==> config.mk <==
export PLATFORM = sky130hd
export DESIGN_NAME = cpu_exec_stage
export DESIGN_NICKNAME = d
export VERILOG_FILES = /design/src/rtl/cpu_exec_stage.sv
export SDC_FILE = /design/constraint.sdc
export NUM_CORES = 1
export LEC_CHECK = 0
export ABC_AREA = 0
export CAP_MARGIN = 20
export CORE_MARGIN = 2
export CORE_UTILIZATION = 45
export CTS_CLUSTER_SIZE = 8
export DETAILED_ROUTE_END_ITERATION = 10
export PLACE_DENSITY = 0.72
export SLEW_MARGIN = 40
export SYNTH_ARGS = -nofsm -noshare
export SYNTH_HDL_FRONTEND = slang
export SYNTH_SLANG_ARGS = --single-unit
==> constraint.sdc <==
create_clock -name clk -period 5.08 [get_ports clk]
set_input_delay 0.762 -clock clk [delete_from_list [all_inputs] [get_ports clk]]
set_output_delay 0.762 -clock clk [all_outputs]
set_load 0.01 [all_outputs]
==> src/rtl/cpu_exec_stage.sv <==
// cpu_exec_stage: three-cycle execute/writeback stage with a 4x8 register file, driving an external ALU
module cpu_exec_stage (
  input  logic        clk,
  input  logic        rst,
  input  logic        instr_valid,
  input  logic [15:0] instr,
  output logic        instr_ready,
  output logic [7:0]  alu_a,
  output logic [7:0]  alu_b,
  output logic [3:0]  alu_ope,
  output logic        alu_cin,
  input  logic [7:0]  alu_result,
  input  logic        alu_z,
  input  logic        alu_c,
  output logic        z_flag,
  output logic        c_flag,
  output logic        wb_valid,
  output logic [1:0]  wb_reg,
  output logic [7:0]  wb_data,
  output logic        illegal,
  input  logic [1:0]  dbg_sel,
  output logic [7:0]  dbg_data
);
  typedef enum logic [1:0] {IDLE, EXEC, WB} state_t;
  state_t state, state_nx;
  logic [15:0] ir;
  logic [7:0]  rf [4];
  logic [7:0]  hold_data;
  logic        hold_z, hold_c;
  logic [3:0]  op;
  logic [1:0]  rd, rs;
  logic        is_alu, is_ldi, is_cmp, is_ill;
  assign op     = ir[15:12];
  assign rd     = ir[11:10];
  assign rs     = ir[9:8];
  assign is_alu = op >= 4'h1 && op <= 4'hA;
  assign is_ldi = op == 4'hB;
  assign is_cmp = op == 4'hC;
  assign is_ill = op >= 4'hD;
  assign dbg_data = rf[dbg_sel];
  // state register
  always_ff @(posedge clk or posedge rst) begin
    if (rst) state <= IDLE;
    else state <= state_nx;
  end
  // next state and outputs decoded from state and the latched instruction
  always_comb begin
    state_nx    = state;
    instr_ready = 1'b0;
    alu_a       = '0;
    alu_b       = '0;
    alu_ope     = '0;
    alu_cin     = 1'b0;
    wb_valid    = 1'b0;
    wb_reg      = '0;
    wb_data     = '0;
    illegal     = 1'b0;
    case (state)
      IDLE: begin
        instr_ready = 1'b1;
        state_nx    = instr_valid ? EXEC : IDLE;
      end
      EXEC: begin
        alu_a    = rf[rd];
        alu_b    = rf[rs];
        alu_cin  = c_flag;
        alu_ope  = is_alu ? op : (is_cmp ? 4'h2 : 4'h0);
        state_nx = WB;
      end
      WB: begin
        wb_valid = is_alu | is_ldi;
        wb_reg   = rd;
        wb_data  = hold_data;
        illegal  = is_ill;
        state_nx = IDLE;
      end
      default: state_nx = IDLE;
    endcase
  end
  // instruction latch, ALU capture, register write and flag update
  always_ff @(posedge clk or posedge rst) begin
    if (rst) begin
      ir        <= '0;
      hold_data <= '0;
      hold_z    <= 1'b0;
      hold_c    <= 1'b0;
      z_flag    <= 1'b0;
      c_flag    <= 1'b0;
      for (int i = 0; i < 4; i++) rf[i] <= '0;
    end else begin
      if (state == IDLE && instr_valid) ir <= instr;
      if (state == EXEC) begin
        hold_data <= is_ldi ? ir[7:0] : alu_result;
        hold_z    <= alu_z;
        hold_c    <= alu_c;
      end
      if (state == WB) begin
        if (is_alu || is_ldi) rf[rd] <= hold_data;
        if (is_alu || is_cmp) begin
          z_flag <= hold_z;
          c_flag <= hold_c;
        end
      end
    end
  end
endmodule

; Word level (Yosys, flattened, before mapping)
; Cells that the tools add are included.
[word_totals]
output_inout_bits = 44
reg_bits = 62
input_bits = 31
[classes]
n_lt_le_gt_ge = 7
n_eq_ne = 4
reduce_logical = 8
mux = 26
n_bitwise = 4
[op_table]
columns = op, count
row1 = two-way mux 8 bit, 11
row2 = binary-select mux 8 bit (select 2 bit), 3
row3 = bitwise mux 32 bit, 1
row4 = demux 8 bit (select 2 bit), 1
row5 = "greater-or-equal comparator 3 bit, second input constant", 3
row6 = inverter 2 -> 3 bit, 3
row7 = "== test 4 bit, second input constant", 2
row8 = two-way mux 4 bit, 2
row9 = two-way mux 1 bit, 5
row10 = "greater-or-equal comparator 4 x 1 -> 1 bit, second input constant", 1
row11 = "greater-or-equal comparator 4 bit, second input constant", 1
row12 = "<= comparator 4 bit, second input constant", 1
row13 = two-way mux 2 bit, 2
row14 = case mux 2 bit (2 select lines), 1
row15 = AND reduction 2 bit, 2
row16 = logical AND 1 bit, 3
row17 = "< comparator 3 x 1 -> 1 bit, second input constant", 1
row18 = "== test 2 x 1 -> 1 bit, second input constant", 1
row19 = "== test 2 bit, second input constant", 1
row20 = zero test 2 bit, 1
row21 = logical OR 1 bit, 2
row22 = bitwise OR 1 bit, 1

; Longest topological paths before layout
[logic_depth]
depth_word = 6
mapped_depth = 6
ltp_nobuf = 4

; Least setup slack after synthesis
; OpenSTA, ideal clock, no wires.
[synth_timing]
path_type = input to output
from = input port dbg_sel[0]
to = output port dbg_data[0]
arrival_ps = 1777
required_time_ps = 4318
path_stages = 2
path_buffers = 1
setup_slack_ps = 2541
path_cell_list = clkbuf_1 -> mux4_2
[synth_via]
elab_chain_len = 4
[synth_lines]
columns = element, line
row1 = "start, declared", 21  ; input logic [1:0] dbg_sel,
row2 = inverter 2 -> 3 bit (not written as such), 40  ; assign dbg_data = rf[dbg_sel];
row3 = binary-select mux 8 bit (select 2 bit), 40
row4 = two-way mux 8 bit (not written as such) (2 in series), 40
row5 = "end, declared", 22  ; output logic [7:0] dbg_data
; Every way passes these cells. The select of a mux whose other input is x is not followed.

; Final worst setup path
[layout_timing]
from = input port dbg_sel[0]
to = output port dbg_data[4]
; Same word-level chain as after synthesis.

==> qor.txt <==
MaxCap Viol Count: 0
Drt wl/cell: 17.0 µm
Area of the multi-input gates: 0.00176 mm²
Period utilization: 67.4%
Critical Path AT: 2.66 ns
RSZ-0062 raised after global routing: no
Area Growth Syn to Fin: 28.5%
Tot GR Track Use: 18.4%
Clock root buffer: clkbuf_8
Status: finished, final reports clean
# rows: 31
IO Count: 75
FF+latch count, synth: 62
Post-CTS setup buffers: 0
Final wirelength: 7090 µm
Input/output buffers: 74
Fmax: 0.292 GHz
Register Area: 0.00155 mm²
Initial antenna violation count: 0
Final setup vio count: 0
Pwr dens: 480 mW/mm²
First-pass GRT wire length: 11800 µm
Fin nets: 344
Vias/cell: 5.26
CP required: 4.32 ns
Slew Limit Fails: 0
Pre-CTS setup slack: 1.63 ns
CTS Sinks: 62
Fin Setup TNS: 0 ns
Final cell area excluding filler cells: 0.00439 mm²
Final-report hold violation count: 0
Clk_skew: 0.00479 ns
Worst setup margin: 1.66 ns
Startpoint Class: input pin
Post-Syn Area per Cell: 14.0 µm²
Pin count of the biggest net entering global routing: 63
H-tree depth: 3
Final min period: 3.42 ns
CTS buffer count: 9
Antenna Nets Post-Route: 0
Clk slew on worst S/H paths: 0.06 ns
Commonest non-fill, non-tap cell in the layout: clkdlybuf4s50_1
CTS Hold Buffers Added: 0
Worst hold path class: register to register
Share of cells above drive strength 1: 30.5%
Post-DP HPWL: 5100 µm
Die span in x: 91.2 µm
Die height: 91.2 µm
GPL Wtd Cong: 0.740
Fillers: 622
Number of library cell types mapped by synthesis: 31
Placed cell count: 401
DRC Markers: 0
Vias in the first global route: 2257
DP Area: 0.00421 mm²
Grt total ovfl: 0
Post-Syn Area: 0.00342 mm²
Syn Nets: 275
Clk_lat worst skew: 0.33 ns
Slew margin rel.: 48.3%
Clk buf depth: 2
Crit end category: output port
DR vias: 2194
Max FO, Critical Path: 8
Sequential fraction of the synthesis area: 45.4%
Synth Warn #: 0
Mapped Cells: 244
Kind of critical path: input pin to output port
Die Area: 0.00831 mm²
Initial Utilization: 46.9%
Commonest cells after routing, fill and taps aside: clkdlybuf4s50_1 (74), dfrtp_1 (62), mux2_2 (34), and2_1 (28), mux4_2 (24)
Leakage: 0.00188 µW
Worst-Margin Slew: 0.775 ns
Ant. Diodes: 0
DR pass1 iterations: 4
Iter 0 DRT Violations: 159
Post-Layout Cell Count: 417
Peak VDD IR: 204 µV
Core area: 0.00729 mm²
CTS tree: built
Post-CTS sizing: 0
cells by family after synthesis:
family | Yosys count | share of synthesized area, %
mux | 82 | 36.4
simple gates | 63 | 12.3
flops | 62 | 45.4
buf+inv | 22 | 3.22
compound gates | 14 | 2.45
fa+ha+maj | 1 | 0.293
worst max-delay path, cell delays in order:
cell and delay [ns]:
clkdlybuf4s50_1 0.82, mux4_2 0.58, clkdlybuf4s50_1 0.49
final timing paths:
path	startpoint	endpoint	slack [ns]	cells after the start
max reg2reg	ir[13]	rf[29]	2.95	3
max	dbg_sel[0]	dbg_data[4]	1.66	3
min in group asynchronous	rst	ir[7]	0.88	3
min	hold_z	hold_z	0.47	2
min reg2reg	hold_z	hold_z	0.47	2
max in group asynchronous	rst	rf[28]	3.80	3
where the power goes:
group	total (µW)	leakage (µW)	internal, µW	switching (µW)
logic	776	0.00101	550	226
clock network	402	0.0000968	223	179
registers	931	0.000769	684	248
layer usage:
layer	up-vias	global-route usage (%)	routed length [µm]
li1	1025	-	-
met1	1084	25.9	3300
met2	74	27.0	3220
met3	11	4.73	459
met4	0	8.33	110
met5	-	0	0
cell usage after synthesis:
| cell | count | share of area (%) |
|---|---|---|
| a2111oi_0 | 1 | 0.26 |
| a211oi_1 | 1 | 0.22 |
| a21o_1 | 1 | 0.22 |
| a21oi_1 | 1 | 0.15 |
| and2_1 | 28 | 5.1 |
| and2_4 | 1 | 0.26 |
| and3_1 | 2 | 0.37 |
| buf_1 | 2 | 0.22 |
| buf_2 | 4 | 0.59 |
| buf_4 | 2 | 0.44 |
| buf_6 | 2 | 0.66 |
| clkbuf_1 | 9 | 0.99 |
| dfrtp_1 | 62 | 45 |
| inv_1 | 3 | 0.33 |
| maj3_1 | 1 | 0.29 |
| mux2_2 | 34 | 11 |
| mux2_4 | 16 | 7.0 |
| mux2i_1 | 8 | 2.3 |
| mux4_2 | 24 | 16 |
| nand2_1 | 16 | 1.8 |
| nand2b_1 | 4 | 0.73 |
| nand3b_1 | 1 | 0.22 |
| nand4b_1 | 1 | 0.26 |
| nor2_1 | 2 | 0.22 |
| nor2b_1 | 1 | 0.18 |
| nor3_1 | 1 | 0.15 |
| nor4_4 | 4 | 2.5 |
| o211a_1 | 1 | 0.29 |
| o21ai_0 | 9 | 1.3 |
| or2b_1 | 1 | 0.22 |
| or4b_1 | 1 | 0.29 |
area by class of cell:
type / count / share of cell area [%]
Timing Repair Buffer: 77 / 17.5
Sequential cell: 62 / 35.3
Multi-Input combinational cell: 160 / 40.0
Inverter: 3 / 0.256
Clock buffer: 11 / 2.99
Tap cell: 99 / 2.82
Clock inverter: 5 / 1.14
per-stage QoR:
step	total power, µW	utilization, %	hold WS [ns]
after CTS	2130	60.2	0.477
after floorplan	1420	-	0.440
final	2110	60.2	0.469
after global routing	2240	60.2	0.525
after detailed placement	1720	57.7	0.460
after global placement	1690	57.6	0.453
sequential cells by signal, indices dropped and copies added, names as in the netlist:
| name | count |
|---|---|
| c_flag | 1 |
| ir | 16 |
| rf | 32 |
| hold_data | 8 |
| z_flag | 1 |
| hold_z | 1 |
| state | 2 |
| hold_c | 1 |
Power figures use the tool's default switching activity.
==> RTL edit (same flow settings) <==
Re-encode `state_t` (3 states) as one-hot, 3 bits wide.
--- a/src/rtl/cpu_exec_stage.sv
+++ b/src/rtl/cpu_exec_stage.sv
@@ -21,7 +21,7 @@
   input  logic [1:0]  dbg_sel,
   output logic [7:0]  dbg_data
 );
-  typedef enum logic [1:0] {IDLE, EXEC, WB} state_t;
+  typedef enum logic [2:0] {IDLE = 3'b001, EXEC = 3'b010, WB = 3'b100} state_t;
   state_t state, state_nx;
   logic [15:0] ir;
   logic [7:0]  rf [4];
Check against the original RTL: same outputs for any inputs over 4 cycles, from zero or initial values and one cycle with rst high; so few cycles prove little.
==> RTL edit against the unedited design <==
Sequential cell count grew 1; sequential power up 4.0%; total power fell by 3.7%; combinational power is 13% lower; final area shrank 0.85%; routed wire length increased by 0.90%; cell count is 0.48% lower; global-route usage is 0.67 points higher; die area down 1.3%; core utilization decreased by 0.20 points; clock power shrank 4%; critical path type unchanged; area after synthesis fell by 1.4%; worst setup slack got worse by 12 ps.
==> RTL edit: results (changes against the unedited design) <==
Hold Path Depth: 1 (-1)
Reg2reg start: state[1]$_DFF_PP0_
DRC marker count from the first detailed-route iteration: 118 (-26%)
Nonclk buf count: 76 (-1.3%)
First-pass GRT wire length: 12.1 mm (+2.3%)
Final clock-cell share: 4.05% (-0.079 points)
Crit Reg-Reg Endpoint: rf[22]$_DFFE_PP0P_
Synth cell count leaders: dfrtp_1 (62), mux2_2 (51), and2_1 (29), mux4_2 (24)
HP Start: ir[4]$_DFFE_PP0P_
Seq/total area: 36.2% (+0.91 points)
Worst Tran Pin Value: 723 ps (-51.7 ps)
Synthesized net count: 274 (-0.36%)
Met3 Routed Length: 374 um (-19%)
Clk sinks: 63 (+1.6%)
Largest net degree at the start of global routing: 64 (+1.6%)
R2r setup slk: 2900 ps (-50 ps)
Vias: 2,229 (+1.6%)
H-tree Lvls: 3 (unchanged)
Dpl hpwl: 5.17 mm (+1.2%)
Routed wire length: 7.15 mm (+0.90%)
Vias in the first global route: 2,303 (+2.0%)
IR drop worst, VDD: 0.197 mV (-3.4%)
Layout cell share with drive strength beyond 1: 31.6% (+1.1 points)
Top cells by area, synth: dfrtp_1 (46%), mux2_2 (17%), mux4_2 (16%)
Global placer's final weighted congestion: 0.794 (+7.4%)
Synth cell types: 28 (-9.7%)
Multi-input logic area: 0.00171 mm^2 (-2.9%)
#MultiIn Comb: 158 (-1.3%)
Met2 Wirelength: 3.46 mm (+7.5%)
Leakage power: 1.85 nW (-1.4%)
CLK BUF: 13 (+2)
Status: completed
Fill cells: 605 (-2.7%)
Layout Nets: 342 (-0.58%)
Final Skew: 8.27 ps (+3.48 ps)
## RTL edit: cell types whose count changed after synthesis, moves of 2 or more
cell      delta
mux2_4      -16
buf_4        -2
nor2_1      +11
a21oi_1      +7
nand2b_1     -2
o21ai_0      -7
clkbuf_1     +4
nor3b_1      +2
nand2_1     -13
mux2_2      +17
## RTL edit: worst max-delay path by stage
stage / to / depth (start not counted)
floorplan: dbg_data[0] / 2
global placement: dbg_data[3] / 3
detailed placement: dbg_data[5] / 3
CTS: dbg_data[5] / 3
global route: dbg_data[0] / 3
finish: dbg_data[5] / 3
## RTL edit: per-layer routing
layer	global-route usage [%]	vias up
li1	-	1029
met1	25.3	1115
met2	30.1	72
met3	3.67	13
met4	9.62	0
met5	0	-
## RTL edit: cell families (layout without fill, tap and decap cells)
family	count (synthesis)	in the layout	synth area share [%]
buffers and inverters	22	95	2.78
multiplexers	84	84	35.8
AO/OA/AOI/OAI	13	13	2.19
flip-flops	63	63	46.8
AND/OR/NAND/NOR	60	60	12.1
adder cells (fa/ha/maj)	1	1	0.297
## RTL edit: through the flow
step                hold slack (ps)  instance area [um^2]  cells  setup WS (ps)
detailed placement              496                  4170    399           1620
CTS                             511                  4350    415           1620
global route                    523                  4350    415           1530
global placement                490                  4170    399           1650
finish                          510                  4350    415           1650
floorplan                       475                  3370    243           2540
## RTL edit: report_power, final
| part | leakage (nW) | internal (W) | switching, W | total [W] |
|---|---|---|---|---|
| sequential | 0.794 | 0.000689 | 0.000279 | 0.000968 |
| combinational | 0.967 | 0.000446 | 0.000232 | 0.000678 |
| clock | 0.0894 | 0.000202 | 0.000184 | 0.000386 |
| total | 1.85 | 0.00134 | 0.000695 | 0.00203 |
## RTL edit: critical path: stages
cell,delay (ps)
clkdlybuf4s50_1,840
mux4_2,570
clkdlybuf4s50_1,500
